==> src/rtl/cpxdiv_pkg.sv <==
// Shared encodings and widths for the complex-divider issue/collect sequencer.
package cpxdiv_pkg;

  localparam int OP_W  = 16;
  localparam int RES_W = 32;

  localparam logic [RES_W-1:0] SAT_VAL = 32'h7FFF_FFFF;

  typedef enum logic [2:0] {
    ST_IDLE  = 3'd0,
    ST_ISSUE = 3'd1,
    ST_ARM   = 3'd2,
    ST_WAIT  = 3'd3,
    ST_HOLD  = 3'd4
  } state_t;

endpackage

==> src/rtl/cpxdiv_seq_outreg.sv <==
// Result holding register for the sequencer: valid/ready output stage,
// delivered-operation counter and error flag capture.
module cpxdiv_seq_outreg
  import cpxdiv_pkg::*;
#(
  parameter int TAG_W = 4,
  parameter int CNT_W = 16
) (
  input  logic             clock,
  input  logic             reset,
  input  logic             load,
  input  logic [RES_W-1:0] load_rey,
  input  logic [RES_W-1:0] load_imy,
  input  logic             load_err,
  input  logic [TAG_W-1:0] load_tag,
  input  logic             out_ready,
  output logic             out_valid,
  output logic [RES_W-1:0] out_rey,
  output logic [RES_W-1:0] out_imy,
  output logic [TAG_W-1:0] out_tag,
  output logic             out_err,
  output logic [CNT_W-1:0] op_count
);

  logic fire;
  assign fire = out_valid & out_ready;

  // A load on the same edge as a handshake keeps valid high (zero-divisor reissue).
  always_ff @(posedge clock) begin
    if (reset) begin
      out_valid <= 1'b0;
      out_rey   <= '0;
      out_imy   <= '0;
      out_tag   <= '0;
      out_err   <= 1'b0;
      op_count  <= '0;
    end else begin
      if (load) begin
        out_valid <= 1'b1;
        out_rey   <= load_rey;
        out_imy   <= load_imy;
        out_tag   <= load_tag;
        out_err   <= load_err;
      end else if (fire) begin
        out_valid <= 1'b0;
      end
      if (fire) op_count <= op_count + CNT_W'(1);
    end
  end

endmodule

==> src/rtl/cpxdiv_seq.sv <==
// Issue/collect sequencer for the run/busy complex divider.
// Optional zero-divisor bypass is compiled in with CPXDIV_SEQ_DIVZERO_EN.
//
// state | meaning
// IDLE  | ready for an operand set
// ISSUE | div_run pulse
// ARM   | waiting for divider busy, timeout armed
// WAIT  | divider busy, capture on busy fall
// HOLD  | result presented downstream
module cpxdiv_seq
  import cpxdiv_pkg::*;
#(
  parameter int TAG_W       = 4,
  parameter int ARM_TIMEOUT = 8,
  parameter int CNT_W       = 16
) (
  input  logic             clock,
  input  logic             reset,
  input  logic             in_valid,
  output logic             in_ready,
  input  logic [OP_W-1:0]  in_rea,
  input  logic [OP_W-1:0]  in_ima,
  input  logic [OP_W-1:0]  in_reb,
  input  logic [OP_W-1:0]  in_imb,
  input  logic [TAG_W-1:0] in_tag,
  output logic             div_run,
  input  logic             div_busy,
  output logic [OP_W-1:0]  div_rea,
  output logic [OP_W-1:0]  div_ima,
  output logic [OP_W-1:0]  div_reb,
  output logic [OP_W-1:0]  div_imb,
  input  logic [RES_W-1:0] div_rey,
  input  logic [RES_W-1:0] div_imy,
  output logic             out_valid,
  input  logic             out_ready,
  output logic [RES_W-1:0] out_rey,
  output logic [RES_W-1:0] out_imy,
  output logic [TAG_W-1:0] out_tag,
  output logic             out_err,
  output logic [CNT_W-1:0] op_count
);

  localparam int TO_W = $clog2(ARM_TIMEOUT + 1);
  localparam logic [TO_W-1:0] TO_LAST = TO_W'(ARM_TIMEOUT - 1);

  state_t           state, state_nx;
  logic [TO_W-1:0]  to_cnt;
  logic [TAG_W-1:0] tag_q;
  logic             skip_div;
  logic             accept;
  logic             load;
  logic [RES_W-1:0] load_rey, load_imy;
  logic             load_err;
  logic [TAG_W-1:0] load_tag;

`ifdef CPXDIV_SEQ_DIVZERO_EN
  assign skip_div = (in_reb == '0) && (in_imb == '0);
`else
  assign skip_div = 1'b0;
`endif

  assign accept = in_valid & in_ready;

  always_comb begin
    state_nx = state;
    in_ready = 1'b0;
    div_run  = 1'b0;
    load     = 1'b0;
    load_rey = '0;
    load_imy = '0;
    load_err = 1'b0;
    load_tag = tag_q;
    case (state)
      ST_IDLE: begin
        in_ready = 1'b1;
        if (in_valid) state_nx = skip_div ? ST_HOLD : ST_ISSUE;
      end
      ST_ISSUE: begin
        div_run  = 1'b1;
        state_nx = ST_ARM;
      end
      ST_ARM: begin
        if (div_busy) begin
          state_nx = ST_WAIT;
        end else if (to_cnt == TO_LAST) begin
          load     = 1'b1;
          load_err = 1'b1;
          state_nx = ST_HOLD;
        end
      end
      ST_WAIT: begin
        if (!div_busy) begin
          load     = 1'b1;
          load_rey = div_rey;
          load_imy = div_imy;
          state_nx = ST_HOLD;
        end
      end
      ST_HOLD: begin
        in_ready = out_ready;
        if (out_ready) begin
          if (!in_valid)    state_nx = ST_IDLE;
          else if (skip_div) state_nx = ST_HOLD;
          else               state_nx = ST_ISSUE;
        end
      end
      default: state_nx = ST_IDLE;
    endcase
    // Zero divisor bypasses the divider: saturated result straight into HOLD.
    if (in_valid && in_ready && skip_div) begin
      load     = 1'b1;
      load_rey = SAT_VAL;
      load_imy = SAT_VAL;
      load_err = 1'b1;
      load_tag = in_tag;
    end
  end

  always_ff @(posedge clock) begin
    if (reset) begin
      state   <= ST_IDLE;
      to_cnt  <= '0;
      tag_q   <= '0;
      div_rea <= '0;
      div_ima <= '0;
      div_reb <= '0;
      div_imb <= '0;
    end else begin
      state <= state_nx;
      if (state == ST_ISSUE)    to_cnt <= '0;
      else if (state == ST_ARM) to_cnt <= to_cnt + TO_W'(1);
      if (accept) begin
        div_rea <= in_rea;
        div_ima <= in_ima;
        div_reb <= in_reb;
        div_imb <= in_imb;
        tag_q   <= in_tag;
      end
    end
  end

  cpxdiv_seq_outreg #(
    .TAG_W (TAG_W),
    .CNT_W (CNT_W)
  ) u_outreg (
    .clock     (clock),
    .reset     (reset),
    .load      (load),
    .load_rey  (load_rey),
    .load_imy  (load_imy),
    .load_err  (load_err),
    .load_tag  (load_tag),
    .out_ready (out_ready),
    .out_valid (out_valid),
    .out_rey   (out_rey),
    .out_imy   (out_imy),
    .out_tag   (out_tag),
    .out_err   (out_err),
    .op_count  (op_count)
  );

endmodule

==> config.mk <==
export PLATFORM = sky130hd
export DESIGN_NAME = cpxdiv_seq
export DESIGN_NICKNAME = d
export VERILOG_FILES = /design/src/rtl/cpxdiv_pkg.sv /design/src/rtl/cpxdiv_seq_outreg.sv /design/src/rtl/cpxdiv_seq.sv
export SDC_FILE = /design/constraint.sdc
export NUM_CORES = 1
export LEC_CHECK = 0
export CAP_MARGIN = 0
export CORE_AREA = 2 2 123 125
export CTS_CLUSTER_SIZE = 16
export DETAILED_ROUTE_END_ITERATION = 16
export DIE_AREA = 0 0 125 127
export GPL_ROUTABILITY_DRIVEN = 0
export GPL_TIMING_DRIVEN = 1
export PLACE_DENSITY = 0.76
export RECOVER_POWER = 25
export SLEW_MARGIN = 20
export SYNTH_ARGS = -nofsm -noshare
export SYNTH_HDL_FRONTEND = slang
export SYNTH_SLANG_ARGS = --single-unit
==> constraint.sdc <==
create_clock -name clock -period 2 [get_ports clock]
set_input_delay 0.4 -clock clock [delete_from_list [all_inputs] [get_ports clock]]
set_output_delay 0.4 -clock clock [all_outputs]
set_load 0.005 [all_outputs]
==> summary.txt, run 1 <==
Synth
  • Flip-flop and latch count after synthesis: about 160
  • Synth Flop Type: dfxtp_1
  • Gate Count Post-Synth: roughly 660
  • Average cell area after synthesis: about 8.7 sq um
  • Post-synth ARST share: 0
  • YS warnings: 0
  • Seq/Total Area, Yosys: 0.5629
  • Post-synth EDFFs: 0
  • Synthesized area: ~0.0057 sq mm
  • Synth cell types: 39
  • Post-Syn Nets: 798

Critical path
  • CP delay by family, top: buffers and inverters
  • Worst EP required: roughly 1.6 ns
  • CP Cell Sequence: buf_4 > clkdlybuf4s50_1
  • CP startpoint kind: flip-flop
  • Worst r2r path cells: 7
  • Setup slack, reg-to-reg: 0.26 ns
  • CP arrival: ~1.4 ns
  • Type of the worst setup path: reg2out
  • Worst path slowest cell: clkdlybuf4s50_1
  • Worst Path Max Fanout: 6
  • Bufs and invs on worst path: 2
  • Critical Path Source: u_outreg.op_count[3]$_SDFFE_PP0P_
  • Crit end category: output pin
  • RR Startpoint: state[2]$_SDFFE_PP0P_
  • Critical R2R Capture: u_outreg.out_imy[9]$_SDFFE_PP0P_
  • Max incr delay on CP: roughly 0.5 ns

Timing
  • RSZ-0062 raised after global routing: false
  • Worst-Margin Slew: around 0.60 ns
  • Max Clock Skew: 0.009716 ns
  • Final Max Tran Viols: 0
  • Period minus WS final: around 1.8 ns
  • WHS: between 0.3 and 0.4 ns
  • Final hold vios: 0
  • Post-route clock period utilization: 0.8995
  • Final setup fails: 0
  • Worst slew margin: 0.6013
  • Fmax achieved: between 0.5 and 0.6 GHz

Die
  • Die X: ~130 um
  • CORE AREA: approximately 0.014 sq mm
  • Initial Util: 0.3969
  • Die span in y: approximately 130 um
  • Num ports: slightly below 300
  • FP Rows: 44
  • Die area: about 0.016 sq mm

Clock network
  • Post-CTS Hold Buffers: 0
  • CTS Buf Count: 17
  • Setup repair bufs after CTS: 0
  • Clock buffer depth: 2
  • Clk root buf: clkbuf_16
  • CTS tree: built
  • H-tree depth: 4
  • Clock Latency Late Sink: 0.42 ns
  • Clock transition at path regs: around 0.060 ns
  • Clk sink count: between 150 and 200

Drt
  • Routed via count: around 5600
  • DRC marker count from the first detailed-route iteration: between 300 and 400
  • DRC: 0
  • Drt wl/cell: approximately 15 um
  • TritonRoute pass-1 iters: 4
  • Post-route ant nets: 0
  • Routed vias/inst: about 5.0
  • Overall routed net length: ~17000 um

Final layout
  • Commonest non-fill, non-tap cells in the layout: clkdlybuf4s50_1 (284), dfxtp_1 (159), nand2_1 (146)
  • Final #Nets: 1075
  • Final core utilization: 0.6554
  • Synthesis-to-finish area growth: 65.12%
  • Most common cell after layout, fill and taps aside: clkdlybuf4s50_1
  • Post-Layout Cell Count: 1133
  • Final antenna diode count: 0
  • Layout cells sized above 1: 0.05374

Job
  • Maxcap violations: 0

Power
  • Leakage: approximately 3.5 nW
  • P per Cell Area: approximately 800 mW/mm^2
  • Max rail drop VDD: approximately 0.52 mV

GRT
  • Total grt overflow: 0
  • Largest net degree at the start of global routing: between 60 and 70
  • Gr usage total: 0.2157
  • Vias in the first global route: around 5400
  • First-pass GRT wire length: about 28000 um
  • Initial antenna violation count: 0

Hold path
  • Worst hold path type: in2reg
  • Hold EP: u_outreg.out_tag[3]$_SDFFE_PP0P_
  • Worst Hold Depth: 2
  • Hold path start: reset

Place
  • DP Cell Count: approximately 1100
  • Post-DP HPWL: between 10000 and 15000 um
  • Port Buffers: between 200 and 300

Status
  • Status: complete, no violations
-- where the power goes --
group	internal [mW]	switching, mW	leakage (nW)
clock	2.12	1.26	0.294
sequential	3.33	0.0708	1.31
combinational	0.545	0.367	1.88
-- cell families after synthesis --
logic type,Yosys count,synth area share
and+or+nand+nor,273,0.2019
DFF,161,0.5629
AOI/OAI and AO/OA,155,0.1663
buffers and inverters,51,0.03737
xor gates and xnor gates,12,0.01836
muxes,5,0.008742
adders and majority gates,2,0.004370
-- repair_timing --
| action | CTS | global route |
|---|---|---|
| gates resized for setup | 4 | 1 |
| hold endpoints to repair | 0 | 0 |
| endpoints found under the setup margin | 2 | 1 |
-- area by class of cell --
type / count / area, sq um
well taps: 184 / 230.2
fillers: 1237 / 4970
repair buffers: 309 / 3107
flip-flops and latches: 161 / 3226
multi-input cells: 447 / 2278
clock buffers: 22 / 454.2
clock inverters: 10 / 158.9
-- worst max-delay path by stage --
| stage | cells after the start | to | slack [ns] |
|---|---|---|---|
| after global placement | 4 | in_ready | -0.24 |
| after CTS | 4 | in_ready | 0.04 |
| after floorplan | 6 | u_outreg.out_tag[3]$_SDFFE_PP0P_ | 0.38 |
| after global routing | 7 | u_outreg.out_imy[9]$_SDFFE_PP0P_ | 0.08 |
| final | 2 | op_count[3] | 0.20 |
| after detailed placement | 4 | in_ready | -0.24 |
-- worst register-to-register path: cells and delay by family (launching register included) --
kind,cells,cell delay (ns)
simple gates,3,0.36
compound gates,1,0.21
flops,1,0.39
buf+inv,3,0.67
-- metrics by stage --
stage	total power [mW]	area, sq um	setup TNS, ns	worst slack, ns
after CTS	7.792	9512	0	0.04217
after global routing	8.023	9454	0	0.08277
after detailed placement	4.401	8899	-0.4760	-0.2358
after floorplan	3.774	5725	0	0.3820
final	7.690	9454	0	0.2010
after global placement	4.390	8899	-0.4336	-0.2357
-- flip-flops by register name (all words and copies together) (netlist names) --
signal,flops
u_outreg.out_rey,32
u_outreg.out_err,1
u_outreg.out_imy,32
div_rea,16
div_reb,16
u_outreg.out_tag,4
to_cnt,4
load_tag,4
div_ima,16
state,3
u_outreg.op_count,16
div_imb,16
u_outreg.out_valid,1
-- synthesized netlist by cell type, types with 3 or more instances --
cell	n	area share
xor2_1	7	0.011
a21oi_1	81	0.071
nand3_1	4	0.0035
buf_2	15	0.013
nor3_1	4	0.0035
dfxtp_1	161	0.56
nor2_1	87	0.057
nand2b_1	3	0.0033
o21ai_0	4	0.0035
mux2i_1	5	0.0087
a22oi_1	64	0.084
and3_1	3	0.0033
nand4_1	5	0.0055
xnor2_1	5	0.0076
nand2_1	146	0.096
clkbuf_1	34	0.022
and2_1	3	0.0033
-- layer usage --
metal,wire [um],track usage,vias to the layer above
li1,-,-,2787
met1,7333,0.2625,2596
met2,8148,0.3491,216
met3,1481,0.08166,20
met4,300,0.08235,0
met5,0,0,-
Power figures use the tool's default switching activity.
==> inputs of run 2 (changes only) <==
--- a/config.mk
+++ b/config.mk
@@ -7,11 +7,11 @@
 export LEC_CHECK = 0
 export CAP_MARGIN = 0
-export CORE_AREA = 2 2 123 125
+export CORE_AREA = 2 2 119 121
 export CTS_CLUSTER_SIZE = 16
 export DETAILED_ROUTE_END_ITERATION = 16
-export DIE_AREA = 0 0 125 127
+export DIE_AREA = 0 0 121 123
 export GPL_ROUTABILITY_DRIVEN = 0
 export GPL_TIMING_DRIVEN = 1
-export PLACE_DENSITY = 0.76
+export PLACE_DENSITY = 0.81
 export RECOVER_POWER = 25
 export SLEW_MARGIN = 20
==> constraint.sdc (replaced) <==
create_clock -name clock -period 2.1 [get_ports clock]
set_input_delay 0.42 -clock clock [delete_from_list [all_inputs] [get_ports clock]]
set_output_delay 0.42 -clock clock [all_outputs]
set_load 0.01 [all_outputs]
==> run 2 against run 1 <==
Largest power group unchanged. Combinational power shrank 0.7%. Flip-flop and latch count is the same. Utilization grew 4.1 points. Critical path depth grew 2. Non-clock buffer count grew 3. Sequential power shrank 5%. Die area shrank 6.2%. Design area grew 0.21%. Largest cell class unchanged. Register-to-register slack is essentially flat. Hold slack gained 0.064 ns. Highest routed layer unchanged. Routed wire length shrank 2.2%.
==> summary.txt, run 2 (synthesized netlist as in run 1, its figures left out) <==
Critical path
  • Max incr delay on CP: 0.47 ns (-0.04 ns)
  • Bufs and invs on worst path: 2 (unchanged)
  • CP startpoint kind: input pin
  • CP arrival: 1.61 ns (+0.21 ns)
  • Worst path slowest cell: clkdlybuf4s50_1
  • Critical R2R Capture: u_outreg.out_tag[0]$_SDFFE_PP0P_
  • Worst Path Max Fanout: 2 (-4)
  • CP delay by family, top: buffers and inverters
  • Worst r2r path cells: 6 (-1)
  • Crit end category: output pin
  • Worst EP required: 1.68 ns (+0.08 ns)
  • Setup slack, reg-to-reg: 0.25 ns (about the same)
  • CP Cell Sequence: clkdlybuf4s50_1 > and2b_1 > nor3_1 > dlygate4sd2_1
  • RR Startpoint: to_cnt[0]$_SDFFE_PP0N_
  • Type of the worst setup path: in2out

Timing
  • Final setup fails: 0 (unchanged)
  • Period minus WS final: between 2 and 2.5 ns
  • Final hold vios: 0 (unchanged)
  • Final Max Tran Viols: 0 (unchanged)
  • Worst-Margin Slew: 0.5225 ns (-0.07551 ns)
  • Max Clock Skew: 0.006574 ns (-0.003142 ns)
  • RSZ-0062 raised after global routing: false
  • Post-route clock period utilization: 0.9669
  • Worst slew margin: 0.6517 (+0.05034)
  • Fmax achieved: a little under 0.5 GHz
  • Setup_tns: 0 ns (unchanged)
  • Post-route setup slack: 0.06942 ns (-0.1316 ns)
  • WHS: 0.4391 ns (+0.06440 ns)

Hold path
  • Hold EP: u_outreg.op_count[2]$_SDFFE_PP0P_
  • Worst Hold Depth: 2 (unchanged)
  • Hold path start: reset
  • Worst hold path type: in2reg

Job
  • Maxcap violations: 0 (unchanged)

GRT
  • Total grt overflow: 0 (unchanged)
  • Initial antenna violation count: 0 (unchanged)
  • Vias in the first global route: 5149 (-4.3%)
  • Largest net degree at the start of global routing: 53 (-18%)
  • First-pass GRT wire length: 26020 um (-5.8%)
  • Gr usage total: 0.2225 (+0.006742)

Die
  • FP Rows: 43 (-2.3%)
  • Initial Util: 0.4206 (+0.02368)
  • CORE AREA: 0.01361 sq mm (-5.6%)
  • Die area: 0.01488 sq mm (-6.2%)
  • Die X: 121 um (-3.2%)
  • Die span in y: 123 um (-3.1%)
  • Num ports: 289 (unchanged)

Clock network
  • Clock transition at path regs: 0.06 ns (about the same)
  • Clk sink count: 161 (unchanged)
  • Setup repair bufs after CTS: 0 (unchanged)
  • Clock Latency Late Sink: 0.42 ns (about the same)
  • Clock buffer depth: 2 (unchanged)
  • CTS tree: built
  • H-tree depth: 4 (unchanged)
  • CTS Buf Count: 17 (unchanged)
  • Clk root buf: clkbuf_16

Power
  • PnR Total Power: 7.319 mW (-4.8%)
  • P per Cell Area: 772.5 mW/mm^2 (-5.0%)
  • Leakage: 3.554 nW (+2.1%)
  • Max rail drop VDD: 0.6245 mV (+21%)

Final layout
  • Synthesis-to-finish area growth: 65.47%
  • Final antenna diode count: 0 (unchanged)
  • Largest regs: u_outreg.out_imy: 32 flops, u_outreg.out_rey: 32 flops
  • Layout cells sized above 1: 0.05987 (+0.006133)
  • Final #Nets: 1078 (+0.28%)
  • Commonest non-fill, non-tap cells in the layout: clkdlybuf4s50_1 (272), dfxtp_1 (161), nand2_1 (146)
  • Most common cell after layout, fill and taps aside: clkdlybuf4s50_1

Place
  • Post-DP HPWL: 11920 um (-1.1%)
  • Port Buffers: 288 (unchanged)
  • Worst slack, placed: -0.1879 ns (+0.04797 ns)

Drt
  • Drt wl/cell: 14.91 um (-2.1%)
  • DRC: 0 (unchanged)
  • Overall routed net length: 16880 um (-2.2%)
  • TritonRoute pass-1 iters: 4 (unchanged)
  • Routed via count: 5615 (-0.071%)
  • Post-route ant nets: 0 (unchanged)
  • DRC marker count from the first detailed-route iteration: 395 (+7.6%)
  • Routed vias/inst: 4.960 (about the same)

Status
  • Status: complete, no violations
==> run 2: worst reg2reg max path, stage by stage, from the launching register on <==
cell,delay [ns]
dfxtp_1,0.34
ha_1,0.23
and3b_1,0.24
o21ai_4,0.39
buf_4,0.26
mux2i_1,0.21
nor2_1,0.05
==> run 2: what timing repair did <==
item                                    CTS  global route
hold buffers                              0             0
endpoints found under the setup margin    2             0
gates resized for setup                   2             0
==> run 2: metrics by stage <==
step | instances | util | instance area [sq um]
CTS | 1132 | 0.6991 | 9517
finish | 1132 | 0.6960 | 9474
global placement | 1100 | 0.6541 | 8904
floorplan | 659 | - | 5725
global route | 1132 | 0.6960 | 9474
detailed placement | 1100 | 0.6541 | 8904
==> run 2: final cells by class <==
type | count | area, sq um
clock buffer | 22 | 484.2
clock inverter | 10 | 131.4
fill | 1065 | 4138
multi-input combinational | 447 | 2298
sequential | 161 | 3223
tap | 180 | 225.2
timing repair buffer | 312 | 3112
==> run 2: worst max path at each step <==
stage,start,to,slack [ns],cells after the start
3_3_place_gp,out_ready,in_ready,-0.15,4
5_1_grt,out_ready,in_ready,0.02,4
2_1_floorplan,to_cnt[0]$_SDFFE_PP0N_,u_outreg.out_tag[3]$_SDFFE_PP0P_,0.48,6
3_5_place_dp,out_ready,in_ready,-0.19,4
6_report,out_ready,in_ready,0.07,4
4_1_cts,out_ready,in_ready,0.09,4
==> run 2: routing by layer <==
layer  vias up  part of all wire  GRT usage
met1      2571              0.41     0.2603
met2       238              0.47     0.3701
met3        18              0.10    0.08395
met4         0             0.017    0.08648
li1       2788                 -          -
met5         -                 0          0
==> run 2: where the power goes <==
part | internal [mW] | total (mW) | switching [mW]
Combinational | 0.514 | 0.906 | 0.391
Clock | 1.99 | 3.18 | 1.19
Sequential | 3.17 | 3.23 | 0.0643
Total | 5.67 | 7.32 | 1.65
